File: src/rtl/serial_sub_pkg.sv
// serial_sub_pkg: shared FSM encoding, counter sizing and WIDTH bounds for the serial subtractor
package serial_sub_pkg;
  typedef enum logic [1:0] {IDLE = 2'd0, SHIFT = 2'd1, DONE = 2'd2} state_t;
  localparam int WIDTH_MIN = 2;
  localparam int WIDTH_MAX = 64;
  function automatic int cnt_w(input int w);
    return $clog2(w);
  endfunction
endpackage

File: src/rtl/subtractor_full.sv
// subtractor_full: one-bit full subtractor cell (d = m - s - bi, bo = borrow out)
module subtractor_full (
  input  logic m,
  input  logic s,
  input  logic bi,
  output logic d,
  output logic bo
);
  assign d  = m ^ s ^ bi;
  assign bo = (~m & s) | (~(m ^ s) & bi);
endmodule

File: src/rtl/serial_subtractor_ctrl.sv
// serial_subtractor_ctrl: bit-serial WIDTH-bit subtractor with valid/ready in and out; SERIAL_SUB_ZFLAG_EN enables the zero flag
module serial_subtractor_ctrl
  import serial_sub_pkg::*;
#(
  parameter int WIDTH = 8
) (
  input  logic             clk,
  input  logic             rst,
  input  logic             in_valid,
  output logic             in_ready,
  input  logic [WIDTH-1:0] a,
  input  logic [WIDTH-1:0] b,
  input  logic             borrow_in,
  output logic             out_valid,
  input  logic             out_ready,
  output logic [WIDTH-1:0] diff,
  output logic             borrow_out,
  output logic             zero
);
  localparam int CW = cnt_w(WIDTH);
  if (WIDTH < WIDTH_MIN || WIDTH > WIDTH_MAX) begin : g_bad_width
    $error("serial_subtractor_ctrl: WIDTH out of range");
  end
  state_t state, state_n;
  logic [WIDTH-1:0] a_q, b_q, d_q;
  logic [CW-1:0] cnt;
  logic bf, cell_d, cell_bo, accept, last;
  assign accept = (state == IDLE) && in_valid;
  assign last = cnt == CW'(WIDTH - 1);
  subtractor_full u_cell (.m(a_q[0]), .s(b_q[0]), .bi(bf), .d(cell_d), .bo(cell_bo));
  // state register
  always_ff @(posedge clk or posedge rst)
    if (rst) state <= IDLE;
    else state <= state_n;
  // next state: accept -> WIDTH shift cycles -> hold result until consumed
  always_comb begin
    state_n = state;
    state_n = accept ? SHIFT
            : (state == SHIFT && last) ? DONE
            : (state == DONE && out_ready) ? IDLE
            : state;
  end
  // operand load on accept, LSB-first shift with borrow carried between cycles
  always_ff @(posedge clk or posedge rst)
    if (rst) begin
      a_q <= '0;
      b_q <= '0;
      d_q <= '0;
      cnt <= '0;
      bf  <= 1'b0;
    end else if (accept) begin
      a_q <= a;
      b_q <= b;
      bf  <= borrow_in;
      cnt <= '0;
    end else if (state == SHIFT) begin
      a_q <= a_q >> 1;
      b_q <= b_q >> 1;
      d_q <= {cell_d, d_q[WIDTH-1:1]};
      bf  <= cell_bo;
      cnt <= cnt + 1'b1;
    end
  assign in_ready   = state == IDLE;
  assign out_valid  = state == DONE;
  assign diff       = d_q;
  assign borrow_out = bf;
`ifdef SERIAL_SUB_ZFLAG_EN
  logic acc;
  // OR of every produced diff bit; zero is its complement once the result is complete
  always_ff @(posedge clk or posedge rst)
    if (rst) acc <= 1'b0;
    else if (accept) acc <= 1'b0;
    else if (state == SHIFT) acc <= acc | cell_d;
  assign zero = out_valid & ~acc;
`else
  assign zero = 1'b0;
`endif
endmodule
File: config.mk
export PLATFORM = sky130hd
export DESIGN_NAME = serial_subtractor_ctrl
export DESIGN_NICKNAME = d
export VERILOG_FILES = /design/src/rtl/serial_sub_pkg.sv /design/src/rtl/subtractor_full.sv /design/src/rtl/serial_subtractor_ctrl.sv
export SDC_FILE = /design/constraint.sdc
export NUM_CORES = 1
export LEC_CHECK = 0
export CAP_MARGIN = 20
export CORE_MARGIN = 3
export CORE_UTILIZATION = 30
export CTS_BUF_LIST = sky130_fd_sc_hd__clkbuf_16
export CTS_CLUSTER_SIZE = 25
export DETAILED_ROUTE_END_ITERATION = 7
export DONT_BUFFER_PORTS = 1
export PLACE_DENSITY = 0.53
export RECOVER_POWER = 100
export SLEW_MARGIN = 20
export SYNTH_ARGS = -nofsm -noshare
export SYNTH_HDL_FRONTEND = slang
export SYNTH_HIERARCHICAL = 1
export SYNTH_SLANG_ARGS = --single-unit
File: constraint.sdc
create_clock -name clk -period 1.89 [get_ports clk]
set_input_delay 0.378 -clock clk [delete_from_list [all_inputs] [get_ports clk]]
set_output_delay 0.378 -clock clk [all_outputs]
set_load 0.02 [all_outputs]
==> results.py <==
metrics = {
    "synth": {
        "synthesis.nets": 152,
        "synth_common_cells": "dfrtp_1, inv_1, nor2_1",
        "ys_ff_latch": 30,
        "synth_area_leader_cell": "dfrtp_1",
        "synth_edf_count": 0,
        "ys_top_cells_by_area": "dfrtp_1, nor4b_1, inv_1, a221oi_1, mux2_2",
        "syn_area_per_cell_um2": 11.7,
        "yosysMostFrequentCell": "dfrtp_1",
        "seq_area_frac_synth_pct": 50.3,
        "yosysWarnings": 6,
        "ys_async_sr_fraction_pct": 100,
        "synth_ff_type": "dfrtp_1",
        "synth_area_um2": 1490,
        "yosys.area.top_type_share_pct": 50.3,
        "ys_types": 29,
        "synthCells": 128,
    },
    "clock_tree": {
        "postCtsSetupBuffers": 0,
        "cts_tree": "built",
        "cts_root_buffer": "clkbuf_16",
        "clock_sinks": 30,
        "clk_pin_slew_ps": 50,
        "clock_latency_ps": 270,
        "htreeDepth": 2,
        "ctsHoldBuffers": 0,
        "numCtsBuffers": 5,
        "ctsLongestPathBuffers": 2,
        "postCtsResizedCells": 0,
    },
    "die": {
        "fp.dieW_um": 76.5,
        "core_area_um2": 4750,
        "io_pins": 33,
        "initial_core_util_pct": 31.4,
        "die_y_um": 76.5,
        "num_rows": 25,
        "dieArea_um2": 5850,
    },
    "setup_path": {
        "r2r_setup_slack_ps": 390,
        "slowest_delay_ps": 440,
        "critPathBufInv": 1,
        "cp.required_ps": 1510,
        "cp-start-kind": "flop",
        "r2r_end": "b_q[5]",
        "regToRegStartpoint": "state[1]",
        "worstPathMaxFanout": 12,
        "cpLargestDelayFamily": "flip-flops",
        "crit_slowest_cell": "dfrtp_1",
        "path_cells": "clkbuf_4 -> nor2_2",
        "crit_type": "reg2out",
        "arrival_ps": 1360,
        "ff2ff_path_depth": 3,
        "worstSetupEndpointType": "output pin",
    },
    "routing": {
        "drt_iter0_drc": 76,
        "dr.pass1.iters": 4,
        "via_per_inst": 4.97,
        "post_drt_wl_per_cell_um": 14.5,
        "wl_mm": 2.87,
        "vias": 985,
        "ant_nets": 0,
        "drc_errors": 0,
    },
    "sta": {
        "finalHoldViolCount": 0,
        "fin_setup_tns_ps": 0,
        "finalCritPeriodShare_pct": 92.0,
        "tightest_slew_ps": 749,
        "slew_headroom_pct": 50.1,
        "grt_setup_unrepaired": "false",
        "setup_viol": 0,
        "slew_viol_final": 0,
        "fin_skew_ps": 3.99,
        "worst_hold_slack_ps": 202,
        "min_period_ps": 1740,
        "fmax_mhz": 575,
    },
    "placement": {
        "place_congestion": 0.672,
        "dp_hpwl_mm": 2.01,
        "portBuffers": 0,
    },
    "hold_path": {
        "min_from": "out_ready",
        "hold_depth": 1,
        "hp-class": "in2reg",
        "min_to": "state[1]",
    },
    "global_route": {
        "grt_pass1_vias": 996,
        "grt_use_total_pct": 10.3,
        "overflow": 0,
        "grt_pass1_wl_mm": 4.78,
        "grt_antenna_before_repair": 0,
        "grt_max_degree": 31,
    },
    "pwr": {
        "p_leak_nw": 0.741,
        "vdd_drop_max_uv": 679,
        "p_per_area_nw_per_um2": 1820,
    },
    "run": {
        "max_cap_viol_count": 0,
    },
    "layout": {
        "diodes": 0,
        "layout-drive-gt1-share_pct": 17.6,
        "syn2layout_area_growth_pct": 11.2,
        "fin_nets": 154,
        "fill_cells": 507,
    },
    "outcome": {
        "outcome": "complete, no violations",
    },
}
## worst max path at each step
| stage | startpoint | to | slack (ps) | depth (start not counted) |
|---|---|---|---|---|
| global placement | state[0] | a_q[3] | 430 | 2 |
| detailed placement | state[0] | a_q[6] | 380 | 2 |
| finish | state[0] | in_ready | 150 | 2 |
| floorplan | state[1] | out_valid | 470 | 3 |
| global route | state[0] | in_ready | 70 | 2 |
| CTS | state[0] | in_ready | 170 | 2 |
## cell type report
class | instances | area [um2] | area share (%)
flip-flops and latches | 30 | 751 | 45.2
well taps | 67 | 83.8 | 5.05
clock inverters | 3 | 12.5 | 0.754
inverters | 19 | 71.3 | 4.30
repair buffers | 6 | 38.8 | 2.34
clock buffers | 5 | 125 | 7.54
multi-input cells | 68 | 577 | 34.8
## state kept, by name, indices dropped and copies added, names as in the netlist
name	flops
state	2
b_q	8
cnt	3
borrow_out	1
a_q	8
diff	8
## worst reg2reg max path, delay by kind of cell (launching register included)
family	cells	cell delay [ps]
flip-flops	1	420
buffers and inverters	1	210
AO/OA/AOI/OAI	2	760
## metrics by stage
stage	setup WS [ps]	std cells	area [um2]	utilization, %	power [mW]
detailed placement	380	190	1550	32.5	2.39
floorplan	466	128	1490	-	2.20
global route	74.8	198	1660	34.9	3.28
global placement	432	190	1550	32.5	2.33
CTS	169	198	1680	35.4	3.13
finish	152	198	1660	34.9	3.03
## logic make-up after synthesis
kind of cell               share of synthesized area [%]
buffers and inverters                               9.73
adders and majority gates                           3.02
muxes                                               6.71
other                                              0.251
DFF                                                 50.3
AOI/OAI and AO/OA                                   15.7
and+or+nand+nor                                     14.3
## layout by cell type, fill, tap and decap left out
cell type   n
a21oi_1     2
a221oi_1   11
a222oi_1    3
a22o_1      3
a32o_1      2
buf_4       3
clkbuf_1    1
clkbuf_16   5
clkbuf_2    1
clkbuf_4    1
clkinv_1    1
clkinv_2    1
conb_1      1
dfrtp_1    30
fa_1        1
ha_1        2
inv_1      20
mux2_1      3
mux2_2      5
mux2i_1     1
nand2b_1    2
nor2_1     11
nor2_2      1
nor2b_1     4
nor2b_2     1
nor4b_1     9
nor4b_2     2
o21ba_2     1
o21bai_2    1
o221a_2     1
or4b_1      1
## report_power, final
part	switching, mW	leakage (nW)	internal, mW	total, mW
clock	0.249	0.0724	0.473	0.722
sequential	0.325	0.349	0.959	1.28
combinational	0.522	0.319	0.498	1.02
total	1.10	0.741	1.93	3.03
## metal layers
metal | vias to the layer above | routed length [um] | global-route usage [%]
met5 | - | 0 | 0
met4 | 0 | 44 | 4.35
met3 | 5 | 196 | 4.85
met2 | 32 | 1390 | 16.7
met1 | 488 | 1240 | 11.7
li1 | 460 | - | -
(Power assumes the default switching activity.)
